[src/rtl/i2c_tmp101_read_controller.sv]
// i2c_tmp101_read_controller
//   Runs one two-byte I2C read of the TMP101 temperature register. The
//   TMP101 powers up pointing at the temperature register, so the
//   transaction is START, address+R, two data bytes (ACK then NACK), STOP.
//   Bit serialisation is done by an external 8-bit shift register. This
//   block only sequences its load/shift strobes and generates SCL/SDA
//   timing.
//
// Ports
//   CLOCK, Reset          system clock, asynchronous active-low reset
//   Start                 transaction request, sampled only in IDLE
//   Busy                  high from the cycle after Start is accepted until Done
//   Done                  one-cycle pulse when the transaction ends
//   AckError              slave did not ACK the address
//   Temperature           {MSB byte, LSB byte}, updated on a successful read
//   SCL                   push-pull bus clock, idles high
//   SDA_Drive             1 = pull SDA low, 0 = release
//   SDA_In                synchronised SDA pin level
//   WriteLoad/SentData    parallel load of {ADDR, R} into the shift register
//   ShiftorHold           shift the register by one bit this cycle
//   ShiftIn               serial input to the shift register
//   ShiftOut/ReceivedData shift register MSB and parallel contents

module i2c_tmp101_read_controller #(
    parameter int unsigned DIV  = 125,
    parameter logic [6:0]  ADDR = 7'b1001000
) (
    input  logic        CLOCK,
    input  logic        Reset,
    input  logic        Start,
    output logic        Busy,
    output logic        Done,
    output logic        AckError,
    output logic [15:0] Temperature,
    output logic        SCL,
    output logic        SDA_Drive,
    input  logic        SDA_In,
    output logic        WriteLoad,
    output logic [7:0]  SentData,
    output logic        ShiftorHold,
    output logic        ShiftIn,
    input  logic        ShiftOut,
    input  logic [7:0]  ReceivedData
);

    localparam int unsigned   CW    = (DIV > 1) ? $clog2(DIV) : 1;
    localparam logic [CW-1:0] QLAST = CW'(DIV - 1);

    // S_FINISH is a single wrap-up cycle after the STOP slot. It places
    // Done one cycle after the last quarter tick and keeps Busy high up to
    // that point.
    typedef enum logic [3:0] {
        S_IDLE,
        S_START,
        S_ADDR,
        S_AACK,
        S_MSB,
        S_MACK,
        S_LSB,
        S_NACK,
        S_STOP,
        S_FINISH
    } state_t;

    state_t state;
    state_t nextState;

    logic [CW-1:0] quarterCnt;
    logic [1:0]    phase;       // quarter within the current bit slot
    logic [2:0]    bitCnt;      // bit within a byte state
    logic [7:0]    msbByte;

    logic inXfer;
    logic tick;
    logic slotEnd;
    logic lastBit;
    logic accept;

    // Counters only run while a bit slot is in progress. Holding them at
    // zero in IDLE also gives the clear on Start acceptance.
    assign inXfer  = (state != S_IDLE) && (state != S_FINISH);
    assign tick    = inXfer && (quarterCnt == QLAST);
    assign slotEnd = tick && (phase == 2'd3);
    assign lastBit = (bitCnt == 3'd7);
    // Start is not accepted during the Done cycle.
    assign accept  = (state == S_IDLE) && Start && !Done;

    // ------------------------------------------------------------------
    // State register
    // ------------------------------------------------------------------
    always_ff @(posedge CLOCK or negedge Reset) begin
        if (!Reset) begin
            state <= S_IDLE;
        end else begin
            state <= nextState;
        end
    end

    // ------------------------------------------------------------------
    // Quarter, phase and bit counters
    // ------------------------------------------------------------------
    always_ff @(posedge CLOCK or negedge Reset) begin
        if (!Reset) begin
            quarterCnt <= '0;
            phase      <= 2'd0;
            bitCnt     <= 3'd0;
        end else if (!inXfer) begin
            quarterCnt <= '0;
            phase      <= 2'd0;
            bitCnt     <= 3'd0;
        end else begin
            quarterCnt <= tick ? '0 : quarterCnt + 1'b1;
            if (tick) begin
                phase <= phase + 2'd1;
            end
            if (slotEnd) begin
                bitCnt <= (nextState != state) ? 3'd0 : bitCnt + 3'd1;
            end
        end
    end

    // ------------------------------------------------------------------
    // Next-state logic
    // ------------------------------------------------------------------
    always_comb begin
        nextState = state;
        case (state)
            S_IDLE:   if (accept)             nextState = S_START;
            S_START:  if (slotEnd)            nextState = S_ADDR;
            S_ADDR:   if (slotEnd && lastBit) nextState = S_AACK;
            // AckError was captured at the Q2 tick of this slot.
            S_AACK:   if (slotEnd)            nextState = AckError ? S_STOP : S_MSB;
            S_MSB:    if (slotEnd && lastBit) nextState = S_MACK;
            S_MACK:   if (slotEnd)            nextState = S_LSB;
            S_LSB:    if (slotEnd && lastBit) nextState = S_NACK;
            S_NACK:   if (slotEnd)            nextState = S_STOP;
            S_STOP:   if (slotEnd)            nextState = S_FINISH;
            S_FINISH:                         nextState = S_IDLE;
            default:                          nextState = S_IDLE;
        endcase
    end

    // ------------------------------------------------------------------
    // Bus pins and shift strobe
    // Within a data slot SCL is low for Q0/Q1 and high for Q2/Q3, which
    // is simply phase[1]. SDA only changes on slot entry while SCL is low.
    // The exceptions are the START and STOP slots.
    // ------------------------------------------------------------------
    always_comb begin
        SCL         = 1'b1;
        SDA_Drive   = 1'b0;
        ShiftorHold = 1'b0;
        case (state)
            S_START: begin
                SCL       = (phase != 2'd3);
                SDA_Drive = phase[1];               // SDA falls at Q2 with SCL high
            end
            S_ADDR: begin
                SCL         = phase[1];
                SDA_Drive   = ~ShiftOut;
                // Shifting on the slot's last tick presents the next bit
                // exactly at the following Q0 entry.
                ShiftorHold = slotEnd;
            end
            S_AACK, S_NACK: begin
                SCL = phase[1];
            end
            S_MSB, S_LSB: begin
                SCL         = phase[1];
                ShiftorHold = tick && (phase == 2'd2);
            end
            S_MACK: begin
                SCL       = phase[1];
                SDA_Drive = 1'b1;
            end
            S_STOP: begin
                SCL       = phase[1];
                SDA_Drive = (phase != 2'd3);        // SDA rises at Q3 with SCL high
            end
            default: ;
        endcase
    end

    // ------------------------------------------------------------------
    // Registered handshake, status and result
    // ------------------------------------------------------------------
    always_ff @(posedge CLOCK or negedge Reset) begin
        if (!Reset) begin
            Busy        <= 1'b0;
            Done        <= 1'b0;
            AckError    <= 1'b0;
            Temperature <= 16'h0000;
            WriteLoad   <= 1'b0;
            SentData    <= 8'h00;
            ShiftIn     <= 1'b0;
            msbByte     <= 8'h00;
        end else begin
            WriteLoad <= accept;
            Done      <= (state == S_FINISH);
            // SDA is stable for the whole SCL-high half. The one-cycle-old
            // copy is therefore valid when the Q2 shift strobe fires.
            ShiftIn   <= SDA_In;

            if (accept) begin
                Busy     <= 1'b1;
                AckError <= 1'b0;
                SentData <= {ADDR, 1'b1};
            end else if (state == S_FINISH) begin
                Busy <= 1'b0;
            end

            if ((state == S_AACK) && tick && (phase == 2'd2) && SDA_In) begin
                AckError <= 1'b1;
            end

            // The last MSB shift happened at the Q2 tick, a full quarter
            // before this transition, so ReceivedData already holds the byte.
            if ((state == S_MSB) && (nextState == S_MACK)) begin
                msbByte <= ReceivedData;
            end

            if ((state == S_FINISH) && !AckError) begin
                Temperature <= {msbByte, ReceivedData};
            end
        end
    end

endmodule

[config.mk]
export PLATFORM = sky130hd
export DESIGN_NAME = i2c_tmp101_read_controller
export DESIGN_NICKNAME = d
export VERILOG_FILES = /design/src/rtl/i2c_tmp101_read_controller.sv
export SDC_FILE = /design/constraint.sdc
export NUM_CORES = 1
export LEC_CHECK = 0
export CORE_MARGIN = 1
export CORE_UTILIZATION = 30
export DETAILED_ROUTE_END_ITERATION = 7
export SYNTH_ARGS = -nofsm -noshare
export SYNTH_HDL_FRONTEND = slang
export SYNTH_SLANG_ARGS = --single-unit
[constraint.sdc]
create_clock -name CLOCK -period 1.6 [get_ports CLOCK]
set_input_delay 0.16 -clock CLOCK [delete_from_list [all_inputs] [get_ports CLOCK]]
set_output_delay 0.16 -clock CLOCK [all_outputs]
set_load 0.01 [all_outputs]
==> results.txt <==
PD cells - 751 nW/µm²
CTS root buf - clkbuf_8
Area Overhead vs Synth - 51.1%
Worst-path clk slew - 0.10 ns
clk sinks - 46
Finished Core Util - 46.8%
ys async rst share - 100%
worst hold slack - 0.344 ns
max-slew violation count - 0
number of flops mapped to enable cells by yosys - 0
Distinct cells, synth - 39
syn avg cell area - 12.2 µm²
ant diodes - 0
Fmax - 580 MHz
Critical Path Source Type - flop
via count of the first global-routing pass - 1563
Synth Instances - 171
total power - 2370 µW
Fill cells - 611
Port Buf Inserts - 39
worst-path cell chain - buf_6 > buf_6 > or2_4 > nor3_4 > buf_6 > buf_12 > mux2_2
gpl congestion - 0.825
final setup violation count - 30
routed wire length - 4520 µm
Clock Latency Late Sink - 0.30 ns
fin worst setup slack - -0.125 ns
Final #Nets - 274
register area - 1150 µm²
Critical Path Slowest Stage Cell - dfrtp_1
H-tree depth - 2
DRT Pass-1 Iters - 4
TritonCTS buffer count - 5
register area share after synthesis - 55.1%
post-layout instance area - 3160 µm²
Tmin final - 1.73 ns
switching power share of the total - 26.2%
CP most frequent cell - buf_6
First DRT Iteration DRCs - 34
Placed Area - 2770 µm²
WL/cell - 13.5 µm
GRT overflow - 0
Clock Power Share - 30.6%
drc violations - 0
GRT Overall Usage - 13.4%
internal power - 1750 µW
Max VDD drop - 323 µV
IO Pins - 45
status - complete, but fails checks
first-pass GRT wire length - 7510 µm
Post-Syn Area - 2090 µm²
crit end category - flop
pre-CTS WS - -0.133 ns
DPL Wire Length - 2980 µm
# rows - 30
Combinational Power Share - 16.3%
net switching power figure - 621 µW
initial antenna violation count - 0
Fin. Hold Viols - 0
CP required - 1.79 ns
antenna viol nets, final - 0
RSZ-0062 raised after global routing - yes
leading cell type in the layout, fill and taps excluded - dfrtp_1
DIE AREA - 7310 µm²
commonest cells after routing, fill and taps aside - dfrtp_1 (44), buf_4 (36), clkdlybuf4s50_1 (35)
final cycle utilization of the critical path - 108%
TritonCTS clock tree - done
failing checks - setup timing
Die X - 85.5 µm
multi-input logic area - 961 µm²
Worst Path Arrival - 1.91 ns
maximum fanout along the worst path - 8
Final Skew - 0.00878 ns
Clock Tree Buf Depth - 2
vias - 1571
worst setup path class - reg -> reg
Flop pwr share - 53.1%
Max-Cap Viols - 0
Hold Crit Class - in -> async
core box area - 6760 µm²
routed vias/inst - 4.68
synth warn - 0
Most used DFF post-synth - dfrtp_1
initial cell density of the core - 30.9%
Lkg Pwr - 0.00150 µW
share of layout cells above drive strength 1 - 39.8%
number of synthesized register bits - 46
Crit path largest cell delay - 0.41 ns
largest net degree at the start of global routing - 27
Die Ht - 85.5 µm
-- cell families (layout without fill, tap and decap cells) --
logic type	after synthesis	count (layout)	synth area share (%)
adder cells (fa/ha/maj)	6	6	3.59
multiplexers	26	26	13.9
other	1	5	0.179
AO/OA/AOI/OAI	17	17	5.93
XOR/XNOR	7	7	2.93
AND/OR/NAND/NOR	47	47	11.9
flip-flops	46	46	55.1
buffers and inverters	21	102	6.46
-- registers in the layout, indices dropped and copies added, names as in the netlist, 2 cells and up --
name / flops
Temperature: 16
msbByte: 8
quarterCnt: 7
state: 4
bitCnt: 3
phase: 2
-- per-stage QoR --
stage	instances	TNS [ns]
2_1_floorplan	175	-0.909
3_3_place_gp	310	-1.25
3_5_place_dp	310	-1.75
4_1_cts	333	-1.79
5_1_grt	336	-4.06
6_report	336	-2.26
-- power by group through the flow --
stage / registers [µW] / logic, µW / clock network (µW)
2_1_floorplan: 1300 / 162 / 0
3_3_place_gp: 1280 / 366 / 0
3_5_place_dp: 1280 / 369 / 0
4_1_cts: 1260 / 378 / 757
5_1_grt: 1260 / 448 / 803
6_report: 1260 / 386 / 727
-- worst max-delay path: cells and delay by family (launching register included) --
family / cells / cell delay [ns]
buffers and inverters: 4 / 0.52
and+or+nand+nor: 2 / 0.37
muxes: 1 / 0.33
DFF: 1 / 0.41
-- per-layer routing --
metal	vias up	part of all wire [%]	wire, µm	GRT usage [%]
met4	0	2.0	89	5.15
met5	-	0	0	0
met3	8	3.8	172	3.50
met1	788	46	2080	17.1
met2	31	48	2180	21.7
li1	744	-	-	-
-- cell type report --
type,instances,area share (%)
clock buffers,5,2.18
clock inverters,3,0.792
inverters,6,0.713
multi-input cells,108,30.4
flip-flops and latches,46,36.5
well taps,80,3.17
repair buffers,88,26.2
-- what timing repair did --
| action | CTS | global route |
|---|---|---|
| cloned | 1 | 0 |
| gates resized for setup | 45 | 13 |
| endpoints found under the setup margin | 35 | 32 |
| hold buffers | 1 | 0 |
| buffers inserted | 14 | 4 |
| pin swaps | 10 | 12 |
| hold endpoints to repair | 20 | 0 |
-- worst paths after layout --
path                            startpoint             end  slack [ns]  depth (start not counted)
worst max-delay path              state[2]  Temperature[7]       -0.13                          7
min in group CLOCK                  SDA_In         ShiftIn        0.36                          1
max in group asynchronous            Reset        state[1]        0.72                          3
worst min register to register  msbByte[0]  Temperature[8]        0.51                          1
worst min-delay path                 Reset      msbByte[5]        0.34                          2
worst max register to register    state[2]  Temperature[7]       -0.13                          7
-- synthesized netlist by cell type (3+ instances only) --
library cell	count	share of area, %
mux2_2	25	13
buf_2	3	0.72
nor2_1	16	2.9
dfrtp_1	46	55
xnor2_1	3	1.3
inv_1	6	1.1
xor2_1	4	1.7
buf_4	7	2.5
nand2_1	8	1.4
and3_1	3	0.90
nand3_1	5	1.2
a22o_1	3	1.3
ha_1	6	3.6
a21oi_1	3	0.72
Note: power is estimated with default switching activity, not from simulation.
